`config.mk`:
```
export PLATFORM = sky130hd
export DESIGN_NAME = i2s_rx_lite_flat
export DESIGN_NICKNAME = d
export VERILOG_FILES = /design/src/rtl/i2s_rx_lite_pkg.sv /design/src/rtl/i2s_rx_lite_if.sv /design/src/rtl/i2s_rx_lite_pin_sync.sv /design/src/rtl/i2s_rx_lite.sv /design/src/flat_wrapper.sv
export SDC_FILE = /design/constraint.sdc
export NUM_CORES = 1
export LEC_CHECK = 0
export BUFFER_PORTS_ARGS = -buffer_cell sky130_fd_sc_hd__buf_2
export CAP_MARGIN = 5
export CORE_ASPECT_RATIO = 1.1
export CORE_MARGIN = 2
export CORE_UTILIZATION = 55
export DETAILED_ROUTE_END_ITERATION = 10
export HOLD_SLACK_MARGIN = 0.08
export PLACE_DENSITY = 0.81
export SLEW_MARGIN = 20
export SYNTH_ARGS = -nofsm -noshare
export SYNTH_HDL_FRONTEND = slang
export SYNTH_SLANG_ARGS = --single-unit
```
`constraint.sdc`:
```
create_clock -name clk -period 3.5 [get_ports clk]
set_input_delay 0.7 -clock clk [delete_from_list [all_inputs] [get_ports clk]]
set_output_delay 0.7 -clock clk [all_outputs]
set_load 0.1 [all_outputs]
```
`src/rtl/i2s_rx_lite_pkg.sv`:
```
// Shared types and constants for the I2S slave receiver.
// The framing helper is the same one-bit-delay rule that the AMP3 transmitter follows.
package i2s_rx_lite_pkg;

    typedef enum logic [1:0] {
        IDLE  = 2'd0,
        SEEK  = 2'd1,
        SHIFT = 2'd2
    } state_t;

    localparam logic LEFT  = 1'b0;
    localparam logic RIGHT = 1'b1;

    localparam int unsigned PIN_BCLK  = 0;
    localparam int unsigned PIN_LRCLK = 1;
    localparam int unsigned PIN_SDATA = 2;
    localparam int unsigned PIN_W     = 3;

    // The BCLK rise on which LRCLK has changed carries the old channel's LSB;
    // the rise after it carries the new channel's MSB.
    function automatic logic lsb_slot_edge(input logic lr, input logic lr_prev);
        return lr != lr_prev;
    endfunction

endpackage

```
`src/rtl/i2s_rx_lite_if.sv`:
```
// I2S pin and sample bus between an external I2S source and the receiver.
interface i2s_rx_lite_if #(
    parameter int unsigned DATA_WIDTH = 12
);
    logic                  BCLK;
    logic                  LRCLK;
    logic                  SDATA;
    logic [DATA_WIDTH-1:0] dataL;
    logic [DATA_WIDTH-1:0] dataR;
    logic                  validL;
    logic                  validR;
    logic                  RightNLeft;
    logic                  aligned;

    modport master (
        output BCLK, LRCLK, SDATA,
        input  dataL, dataR, validL, validR, RightNLeft, aligned
    );

    modport slave (
        input  BCLK, LRCLK, SDATA,
        output dataL, dataR, validL, validR, RightNLeft, aligned
    );
endinterface

```
`src/rtl/i2s_rx_lite_pin_sync.sv`:
```
// Multi-bit pin synchroniser. Lane 0 is the strobe lane and is reported only as a
// rise pulse; lanes 1 and up are delivered as synchronised levels.
module i2s_rx_lite_pin_sync #(
    parameter int unsigned W      = 3,
    parameter int unsigned STAGES = 2
) (
    input  logic         clk,
    input  logic         rst,
    input  logic [W-1:0] d,
    output logic [W-1:1] q,
    output logic         rise_c
);

    logic [W-1:0] stage_q [STAGES];
    logic [W-1:0] stage_d [STAGES];
    logic         prev_q;
    logic         prev_d;

    always_comb begin
        stage_d[0] = d;
        for (int unsigned i = 1; i < STAGES; i++) begin
            stage_d[i] = stage_q[i-1];
        end
        prev_d = stage_q[STAGES-1][0];
    end

    always_ff @(posedge clk) begin
        if (rst) begin
            for (int unsigned i = 0; i < STAGES; i++) begin
                stage_q[i] <= '0;
            end
            prev_q <= 1'b0;
        end else begin
            stage_q <= stage_d;
            prev_q  <= prev_d;
        end
    end

    assign q      = stage_q[STAGES-1][W-1:1];
    assign rise_c = stage_q[STAGES-1][0] & ~prev_q;

endmodule

```
`src/rtl/i2s_rx_lite.sv`:
```
// I2S slave receiver: oversamples BCLK/LRCLK/SDATA in the clk domain and
// deserialises one left and one right sample per frame, MSB first, left aligned.
module i2s_rx_lite
    import i2s_rx_lite_pkg::*;
#(
    parameter int unsigned DATA_WIDTH  = 12,
    parameter int unsigned SYNC_STAGES = 2
) (
    input  logic clk,
    input  logic rst,
    input  logic enable,
    i2s_rx_lite_if.slave bus
);

    localparam int unsigned CW = $clog2(DATA_WIDTH + 1);

    logic [PIN_W-1:0]      pins_raw;
    logic [PIN_W-1:1]      pins_sync;
    logic                  bclk_rise_c;
    logic                  lr_sync;
    logic                  sdata_sync;

    state_t                state_q, state_d;
    logic                  lr_prev_q, lr_prev_d;
    logic [DATA_WIDTH-1:0] shreg_q, shreg_d;
    logic [CW-1:0]         bitcnt_q, bitcnt_d;
    logic [DATA_WIDTH-1:0] data_l_q, data_l_d;
    logic [DATA_WIDTH-1:0] data_r_q, data_r_d;
    logic                  valid_l_q, valid_l_d;
    logic                  valid_r_q, valid_r_d;
    logic                  aligned_q, aligned_d;
    logic                  rnl_q, rnl_d;

    logic [DATA_WIDTH-1:0] sh_next;
    logic [CW-1:0]         cnt_next;
    logic [DATA_WIDTH-1:0] word;
    logic                  boundary;

    always_comb begin
        pins_raw            = '0;
        pins_raw[PIN_BCLK]  = bus.BCLK;
        pins_raw[PIN_LRCLK] = bus.LRCLK;
        pins_raw[PIN_SDATA] = bus.SDATA;
    end

    i2s_rx_lite_pin_sync #(
        .W      (PIN_W),
        .STAGES (SYNC_STAGES)
    ) u_pin_sync (
        .clk    (clk),
        .rst    (rst),
        .d      (pins_raw),
        .q      (pins_sync),
        .rise_c (bclk_rise_c)
    );

    assign lr_sync    = pins_sync[PIN_LRCLK];
    assign sdata_sync = pins_sync[PIN_SDATA];

    // Next-state, capture and commit logic; everything advances on BCLK rises only.
    always_comb begin
        state_d   = state_q;
        lr_prev_d = lr_prev_q;
        shreg_d   = shreg_q;
        bitcnt_d  = bitcnt_q;
        data_l_d  = data_l_q;
        data_r_d  = data_r_q;
        valid_l_d = 1'b0;
        valid_r_d = 1'b0;
        aligned_d = aligned_q;
        sh_next   = shreg_q;
        cnt_next  = bitcnt_q;
        boundary  = bclk_rise_c && lsb_slot_edge(lr_sync, lr_prev_q);

        if (bclk_rise_c) begin
            lr_prev_d = lr_sync;
        end

        // Bits beyond DATA_WIDTH in a long slot are dropped; the counter saturates.
        if (bitcnt_q < CW'(DATA_WIDTH)) begin
            sh_next  = (shreg_q << 1) | DATA_WIDTH'(sdata_sync);
            cnt_next = bitcnt_q + CW'(1);
        end
        word = sh_next << (CW'(DATA_WIDTH) - cnt_next);

        unique case (state_q)
            IDLE: begin
                aligned_d = 1'b0;
                if (enable) begin
                    state_d = SEEK;
                end
            end
            SEEK: begin
                if (!enable) begin
                    state_d   = IDLE;
                    aligned_d = 1'b0;
                end else if (boundary) begin
                    shreg_d   = '0;
                    bitcnt_d  = '0;
                    aligned_d = 1'b1;
                    state_d   = SHIFT;
                end
            end
            SHIFT: begin
                if (!enable) begin
                    state_d   = IDLE;
                    aligned_d = 1'b0;
                    shreg_d   = '0;
                    bitcnt_d  = '0;
                end else if (bclk_rise_c) begin
                    shreg_d  = sh_next;
                    bitcnt_d = cnt_next;
                    if (boundary) begin
                        if (lr_prev_q == RIGHT) begin
                            data_r_d  = word;
                            valid_r_d = 1'b1;
                        end else begin
                            data_l_d  = word;
                            valid_l_d = 1'b1;
                        end
                        shreg_d  = '0;
                        bitcnt_d = '0;
                    end
                end
            end
            default: begin
                state_d   = IDLE;
                aligned_d = 1'b0;
            end
        endcase

        rnl_d = (state_d == IDLE) ? LEFT : lr_sync;
    end

    always_ff @(posedge clk) begin
        if (rst) begin
            state_q   <= IDLE;
            lr_prev_q <= 1'b0;
            shreg_q   <= '0;
            bitcnt_q  <= '0;
            data_l_q  <= '0;
            data_r_q  <= '0;
            valid_l_q <= 1'b0;
            valid_r_q <= 1'b0;
            aligned_q <= 1'b0;
            rnl_q     <= 1'b0;
        end else begin
            state_q   <= state_d;
            lr_prev_q <= lr_prev_d;
            shreg_q   <= shreg_d;
            bitcnt_q  <= bitcnt_d;
            data_l_q  <= data_l_d;
            data_r_q  <= data_r_d;
            valid_l_q <= valid_l_d;
            valid_r_q <= valid_r_d;
            aligned_q <= aligned_d;
            rnl_q     <= rnl_d;
        end
    end

    assign bus.dataL      = data_l_q;
    assign bus.dataR      = data_r_q;
    assign bus.validL     = valid_l_q;
    assign bus.validR     = valid_r_q;
    assign bus.aligned    = aligned_q;
    assign bus.RightNLeft = rnl_q;

endmodule

```
`src/flat_wrapper.sv`:
```
// flat-port wrapper written by rule: the top's interface ports become plain ports
module i2s_rx_lite_flat import i2s_rx_lite_pkg::*;
#(
    parameter int unsigned DATA_WIDTH  = 12,
    parameter int unsigned SYNC_STAGES = 2
)
  (clk, rst, enable, bus_BCLK, bus_LRCLK, bus_SDATA, bus_dataL, bus_dataR, bus_validL, bus_validR, bus_RightNLeft, bus_aligned);
  i2s_rx_lite_if #(.DATA_WIDTH(DATA_WIDTH)) bus_i ();
  input  logic clk;
  input  logic rst;
  input  logic enable;
  input wire logic [$bits(bus_i.BCLK)-1:0] bus_BCLK;
  input wire logic [$bits(bus_i.LRCLK)-1:0] bus_LRCLK;
  input wire logic [$bits(bus_i.SDATA)-1:0] bus_SDATA;
  output wire logic [$bits(bus_i.dataL)-1:0] bus_dataL;
  output wire logic [$bits(bus_i.dataR)-1:0] bus_dataR;
  output wire logic [$bits(bus_i.validL)-1:0] bus_validL;
  output wire logic [$bits(bus_i.validR)-1:0] bus_validR;
  output wire logic [$bits(bus_i.RightNLeft)-1:0] bus_RightNLeft;
  output wire logic [$bits(bus_i.aligned)-1:0] bus_aligned;
  assign bus_i.BCLK = bus_BCLK;
  assign bus_i.LRCLK = bus_LRCLK;
  assign bus_i.SDATA = bus_SDATA;
  assign bus_dataL = bus_i.dataL;
  assign bus_dataR = bus_i.dataR;
  assign bus_validL = bus_i.validL;
  assign bus_validR = bus_i.validR;
  assign bus_RightNLeft = bus_i.RightNLeft;
  assign bus_aligned = bus_i.aligned;
  i2s_rx_lite #(.DATA_WIDTH(DATA_WIDTH), .SYNC_STAGES(SYNC_STAGES)) u_core (.clk(clk), .rst(rst), .enable(enable), .bus(bus_i));
endmodule
```
==> impl_metrics.json, run 1 <==
{
  "slowest_stage": "dfxtp_1",
  "postSynthCellCount": 314,
  "p_clk_share_pct": 39.8,
  "clock.fmax_ghz": 0.320,
  "slew_headroom_pct": 51.5,
  "grt_pass1_wl_um": 10300,
  "grt_util_all_layers_pct": 22.8,
  "core_mm2": 0.00472,
  "syn_avg_cell_area_um2": 8.70,
  "critPathCapture": "u_core.bus.dataR[6]",
  "fin_crit_sh_pct": 89.3,
  "cts_buffer_depth": 2,
  "max_stage_delay_ps": 700,
  "final_util_pct": 63.7,
  "r2r_cells": 9,
  "fillers": 415,
  "drc": 0,
  "ios": 34,
  "cp_num_buf_inv": 0,
  "pre_cts_slack_ps": 441,
  "fin_setup_tns_ps": 0,
  "p_per_area_mw_per_mm2": 358,
  "final_cell_mix": "54 x dfxtp_1, 37 x nand2_1, 33 x buf_2, 24 x a21oi_1, 22 x nor2_1",
  "grt-ovfl-total": 0,
  "vias_per_cell": 6.10,
  "final_common_cell": "dfxtp_1",
  "p_int_uw": 844,
  "io_buffers": 33,
  "cp_common_cell": "mux2i_1",
  "r2r-end": "u_core.bus.dataR[6]",
  "antenna_cells": 0,
  "cp_max_fo": 19,
  "wl_um": 6090,
  "crit_cells": 9,
  "path_clk_slew_ps": 110,
  "clockRootBuffer": "clkbuf_8",
  "ys_top_cells_by_area": "dfxtp_1 40%, nand2_1 5.1%, a21oi_1 4.4%",
  "finalCriticalPeriod_ps": 3120,
  "fp.dieH_um": 77.9,
  "post_cts_buffers": 0,
  "crit_path_start_kind": "register",
  "yosys_warnings": 0,
  "initial_core_util_pct": 57.9,
  "ys_seq_area_share_pct": 39.6,
  "hp-class": "reg -> reg",
  "pwr-share-comb_pct": 2.6,
  "netlist-cell-type-count": 58,
  "r2r_start": "u_core.bitcnt_q[3]",
  "dr_total_vias": 2408,
  "antenna_left": 0,
  "switching_share_pct": 21.6,
  "grt_pass1_vias": 2152,
  "outcome": "finished clean",
  "cts_hold_buf": 0,
  "leakage_uw": 0.00112,
  "endpoint_kind": "register",
  "yosysTopAreaCellShare_pct": 39.6,
  "async_flop_share_pct": 0,
  "clk_latency_ps": 310,
  "timing_hold_violations_final": 0,
  "synth_top_cell_by_area": "dfxtp_1",
  "cp_top_family": "simple AND/OR/NAND/NOR gates",
  "worstMarginPinSlew_ps": 728,
  "dpl-instance-area_mm2": 0.00289,
  "p_sw_uw": 233,
  "cts_buffers": 5,
  "synth-edff-count": 0,
  "fin_nets": 346,
  "setup_viol": 0,
  "wl_per_cell_um": 15.4,
  "dieWidth_um": 71.2,
  "r2r_slack_ps": 380,
  "dr.pass1.iters": 4,
  "htreeDepth": 2,
  "min_from": "u_core.u_pin_sync.stage_d[0]",
  "worst_slack_ps": 375,
  "cts-resized-gates": 0,
  "cp_data_required_time_ps": 3750,
  "crit_chain": "nand2_1 > mux2i_1 > ha_1 > or3b_4 > o211a_1 > mux2i_1 > mux2_2 > or3_1 > a21oi_1",
  "numClockSinks": 54,
  "grt_start_max_net_pins": 43,
  "rows": 26,
  "dieArea_mm2": 0.00555,
  "arrival_ps": 3370,
  "critPathLaunch": "u_core.bitcnt_q[3]",
  "power_frac_seq_pct": 57.6,
  "dr.first_iter.drc_count": 212,
  "maxCapViolations": 0,
  "ys_ff_latch": 54,
  "antenna_found_initial": 0,
  "gp_congestion": 0.915,
  "finalInstanceArea_mm2": 0.00301,
  "worst-setup-path-type": "reg -> reg",
  "synthesis.area_mm2": 0.00273,
  "rsz0062_at_grt": "false",
  "syn2layout_area_growth_pct": 10.1,
  "drive_gt1_share_pct": 17.7,
  "synth_fp_nets": 322,
  "max-vdd-ir-drop_uv": 212,
  "slew_viol_final": 0,
  "synth_ff_type": "dfxtp_1",
  "cts_tree": "built",
  "finalPower_uw": 1080,
  "dp_hpwl_um": 4280,
  "fin_skew_ps": 13.2
}
-- power groups by stage --
stage                     clock network [uW]  logic, uW  registers [uW]
final                                    429       27.7             621
after floorplan                            0       17.3             636
after global placement                     0       27.0             635
after global routing                     461       30.5             622
after detailed placement                   0       27.2             635
after CTS                                438       27.4             621
-- worst reg2reg max path, delay by kind of cell (launching register included) --
family	cells	cell delay [ps]
flip-flops	1	700
AND/OR/NAND/NOR	3	1050
AO/OA/AOI/OAI	2	370
adder cells (fa/ha/maj)	1	220
multiplexers	3	720
-- cells in the mapped netlist, types with 2 or more instances --
master,n
nand4b_1,6
inv_1,6
a31oi_1,3
and2_1,2
and4b_1,3
a21o_1,2
nor2b_1,13
nand2_1,37
or2_1,2
a221oi_1,2
dfxtp_1,54
nor3_1,2
o211ai_1,6
clkbuf_1,10
nor2_1,22
a22o_1,12
mux2i_1,8
xnor2_1,2
o21ai_0,5
buf_6,3
a211oi_1,8
nand2b_1,10
nand3b_1,3
nor4_1,2
ha_1,2
buf_4,2
a311oi_1,2
nand4_1,5
nand3_1,14
or4_1,2
or3_1,4
mux2_2,4
a21oi_1,24
buf_2,7
o41ai_1,2
-- flip-flops by register name (all words and copies together) (netlist names) --
register                   flops
u_core.bus.RightNLeft          1
u_core.bus.validR              1
u_core.shreg_q                12
u_core.u_pin_sync.q            2
u_core.u_pin_sync.prev_q       1
u_core.u_pin_sync.prev_d       1
u_core.bus.validL              1
u_core.bus.dataR              12
u_core.lr_prev_q               1
u_core.bus.dataL              12
u_core.bus.aligned             1
u_core.bitcnt_q                4
u_core.u_pin_sync.stage_d      3
u_core.state_q                 2
-- how the worst min path moves through the flow --
stage,cells past startpoint,endpoint,slack (ps)
2_1_floorplan,1,u_core.u_pin_sync.prev_d,410
3_3_place_gp,1,u_core.u_pin_sync.prev_d,420
3_5_place_dp,1,u_core.u_pin_sync.prev_d,420
4_1_cts,1,u_core.u_pin_sync.prev_d,450
5_1_grt,1,u_core.u_pin_sync.prev_d,460
6_report,1,u_core.u_pin_sync.prev_d,440
-- final cells by class --
class / count / area (um2) / area share, %
Clock buffer: 5 / 68.8 / 2.29
Clock inverter: 3 / 47.5 / 1.58
Inverter: 7 / 26.3 / 0.874
Multi-Input combinational cell: 231 / 1500 / 50.0
Sequential cell: 54 / 1080 / 36.0
Tap cell: 56 / 70.1 / 2.33
Timing Repair Buffer: 39 / 210 / 6.99
-- kinds of logic (layout without fill, tap and decap cells) --
group	count (synthesis)	after routing	share of synthesized area, %
DFF	54	54	39.6
adders and majority gates	2	2	0.916
xor gates and xnor gates	2	2	0.641
AOI/OAI and AO/OA	85	85	23.7
muxes	12	12	4.58
and+or+nand+nor	130	130	25.1
buffers and inverters	29	54	5.40
-- metrics by stage --
| step | hold WS, ps | instances |
|---|---|---|
| floorplan | 414 | 314 |
| global placement | 417 | 387 |
| detailed placement | 424 | 387 |
| CTS | 448 | 395 |
| global route | 463 | 395 |
| finish | 444 | 395 |
-- routing by layer --
| layer | GRT usage (%) | part of all wire (%) | wire length, um | up-vias |
|---|---|---|---|---|
| li1 | - | - | - | 1204 |
| met2 | 35.1 | 48 | 2900 | 68 |
| met5 | 0 | 0 | 0 | - |
| met3 | 4.16 | 4.0 | 246 | 14 |
| met1 | 31.1 | 46 | 2790 | 1122 |
| met4 | 9.43 | 2.6 | 159 | 0 |
(Power assumes the default switching activity.)
==> run 2, diff against run 1 <==
- clock period: 3.5 -> 3.3 ns (I/O delays scaled with it)
==> run 2 against run 1 <==
  * Non-clock buffer count rose by 4
  * Total power rose by 6.5%
  * Clock skew up 3.9 ps
  * Critical path depth did not move
  * Maximum frequency up 9.0%
  * Wire length decreased by 2.1%
  * Sequential cell count unchanged
  * Sequential share of layout area decreased by 0.36 points
  * Final area is 1.0% higher
  * Combinational power up 4%
  * Register-to-register slack improved by 60 ps
  * Global-route usage is 0.53 points lower
  * Largest power group unchanged
==> impl_metrics.json, run 2 (synthesis gave the netlist of run 1 again) <==
{
  "hp-class": "reg -> reg",
  "dieWidth_um": 71.2,
  "cts_buffer_depth": 2,
  "grt_pass1_vias": 2133,
  "numClockSinks": 54,
  "ios": 34,
  "cts-resized-gates": 0,
  "dp_cells": 391,
  "vias_per_cell": 6.08,
  "initial_core_util_pct": 57.9,
  "wl_per_cell_um": 14.9,
  "maxCapViolations": 0,
  "fin_crit_sh_pct": 86.9,
  "dr.pass1.iters": 4,
  "slew_viol_final": 0,
  "endpoint_kind": "register",
  "slew_headroom_pct": 50.5,
  "drc": 0,
  "seq_area_mm2": 0.00108,
  "drive_gt1_share_pct": 18.7,
  "cts_buffers": 5,
  "wl_um": 5970,
  "io_buffers": 33,
  "arrival_ps": 3130,
  "p_per_area_mw_per_mm2": 378,
  "multi_input_area_mm2": 0.00150,
  "clockRootBuffer": "clkbuf_8",
  "fp.dieH_um": 77.9,
  "worstMarginPinSlew_ps": 740,
  "setup_viol": 0,
  "clock.fmax_ghz": 0.349,
  "cts_tree": "built",
  "r2r_slack_ps": 430,
  "final_cell_mix": "54 x dfxtp_1, 37 x nand2_1, 33 x buf_2, 24 x a21oi_1, 22 x nor2_1",
  "fin_nets": 350,
  "grt-ovfl-total": 0,
  "crit_path_start_kind": "register",
  "clk_latency_ps": 320,
  "grt_util_all_layers_pct": 22.2,
  "dp_hpwl_um": 4280,
  "timing_hold_violations_final": 0,
  "max-vdd-ir-drop_uv": 318,
  "grt_start_max_net_pins": 43,
  "antenna_left": 0,
  "cts_hold_buf": 0,
  "fin_setup_tns_ps": 0,
  "post_cts_buffers": 0,
  "fin_skew_ps": 17.1,
  "antenna_found_initial": 0,
  "syn2layout_area_growth_pct": 11.2,
  "gp_congestion": 0.926,
  "antenna_cells": 0,
  "rsz0062_at_grt": "false",
  "htreeDepth": 2,
  "leakage_uw": 0.00114,
  "grt_pass1_wl_um": 10000,
  "finalCriticalPeriod_ps": 2870,
  "fin_cells": 399,
  "cp_max_fo": 9,
  "dr.first_iter.drc_count": 196,
  "rows": 26,
  "dieArea_mm2": 0.00555,
  "fillers": 428,
  "core_mm2": 0.00472,
  "cp_data_required_time_ps": 3560,
  "dr_total_vias": 2425,
  "path_clk_slew_ps": 110,
  "outcome": "finished clean",
  "worst-setup-path-type": "reg -> reg",
  "final_common_cell": "dfxtp_1"
}
## run 2: changes by cell type in the layout (fill, tap and decap cells not counted)
cell / delta
buf_4: +4
clkinv_4: -1
inv_6: +1
## run 2: critical path, cell delays in order (launching register included)
cell and delay [ps]:
dfxtp_1 510, nand2_1 230, mux2i_1 310, ha_1 240, or3b_4 400, o211a_1 240
mux2i_1 150, mux2_2 280, or3_1 310, a21oi_1 130
## run 2: worst paths after layout
kind | end | depth (start not counted) | from
min | u_core.u_pin_sync.q[1] | 1 | u_core.u_pin_sync.stage_d[1]
max reg2reg | u_core.bus.dataL[6] | 9 | u_core.bitcnt_q[2]
max | u_core.bus.dataL[6] | 9 | u_core.bitcnt_q[2]
min reg2reg | u_core.u_pin_sync.q[1] | 1 | u_core.u_pin_sync.stage_d[1]
## run 2: layout make-up
class,instances,area share (%)
Inverter,7,0.865
Sequential cell,54,35.6
Tap cell,56,2.31
Clock buffer,5,2.27
Multi-Input combinational cell,231,49.5
Timing Repair Buffer,43,7.91
Clock inverter,3,1.57
## run 2: report_power, final
group / internal, uW / leakage (uW) / switching, uW
logic: 9.51 / 0.000649 / 19.1
registers: 656 / 0.000436 / 2.53
clock network: 232 / 0.0000591 / 228
total: 897 / 0.00114 / 250
## run 2: per-stage QoR
step                instance area [um2]  power (uW)  util (%)  setup WS [ps]  hold slack, ps
detailed placement                 2920         702      61.9            483             425
finish                             3040        1150      64.4            433             445
global route                       3040        1180      64.4            231             469
CTS                                3040        1160      64.4            455             448
floorplan                          2730         693         -            727             414
global placement                   2920         701      61.9            513             417
## run 2: per-layer routing
layer | routed length, um | track usage [%]
met3 | 357 | 3.77
met2 | 2890 | 36.7
met1 | 2620 | 28.9
met5 | 0 | 0
met4 | 102 | 8.30
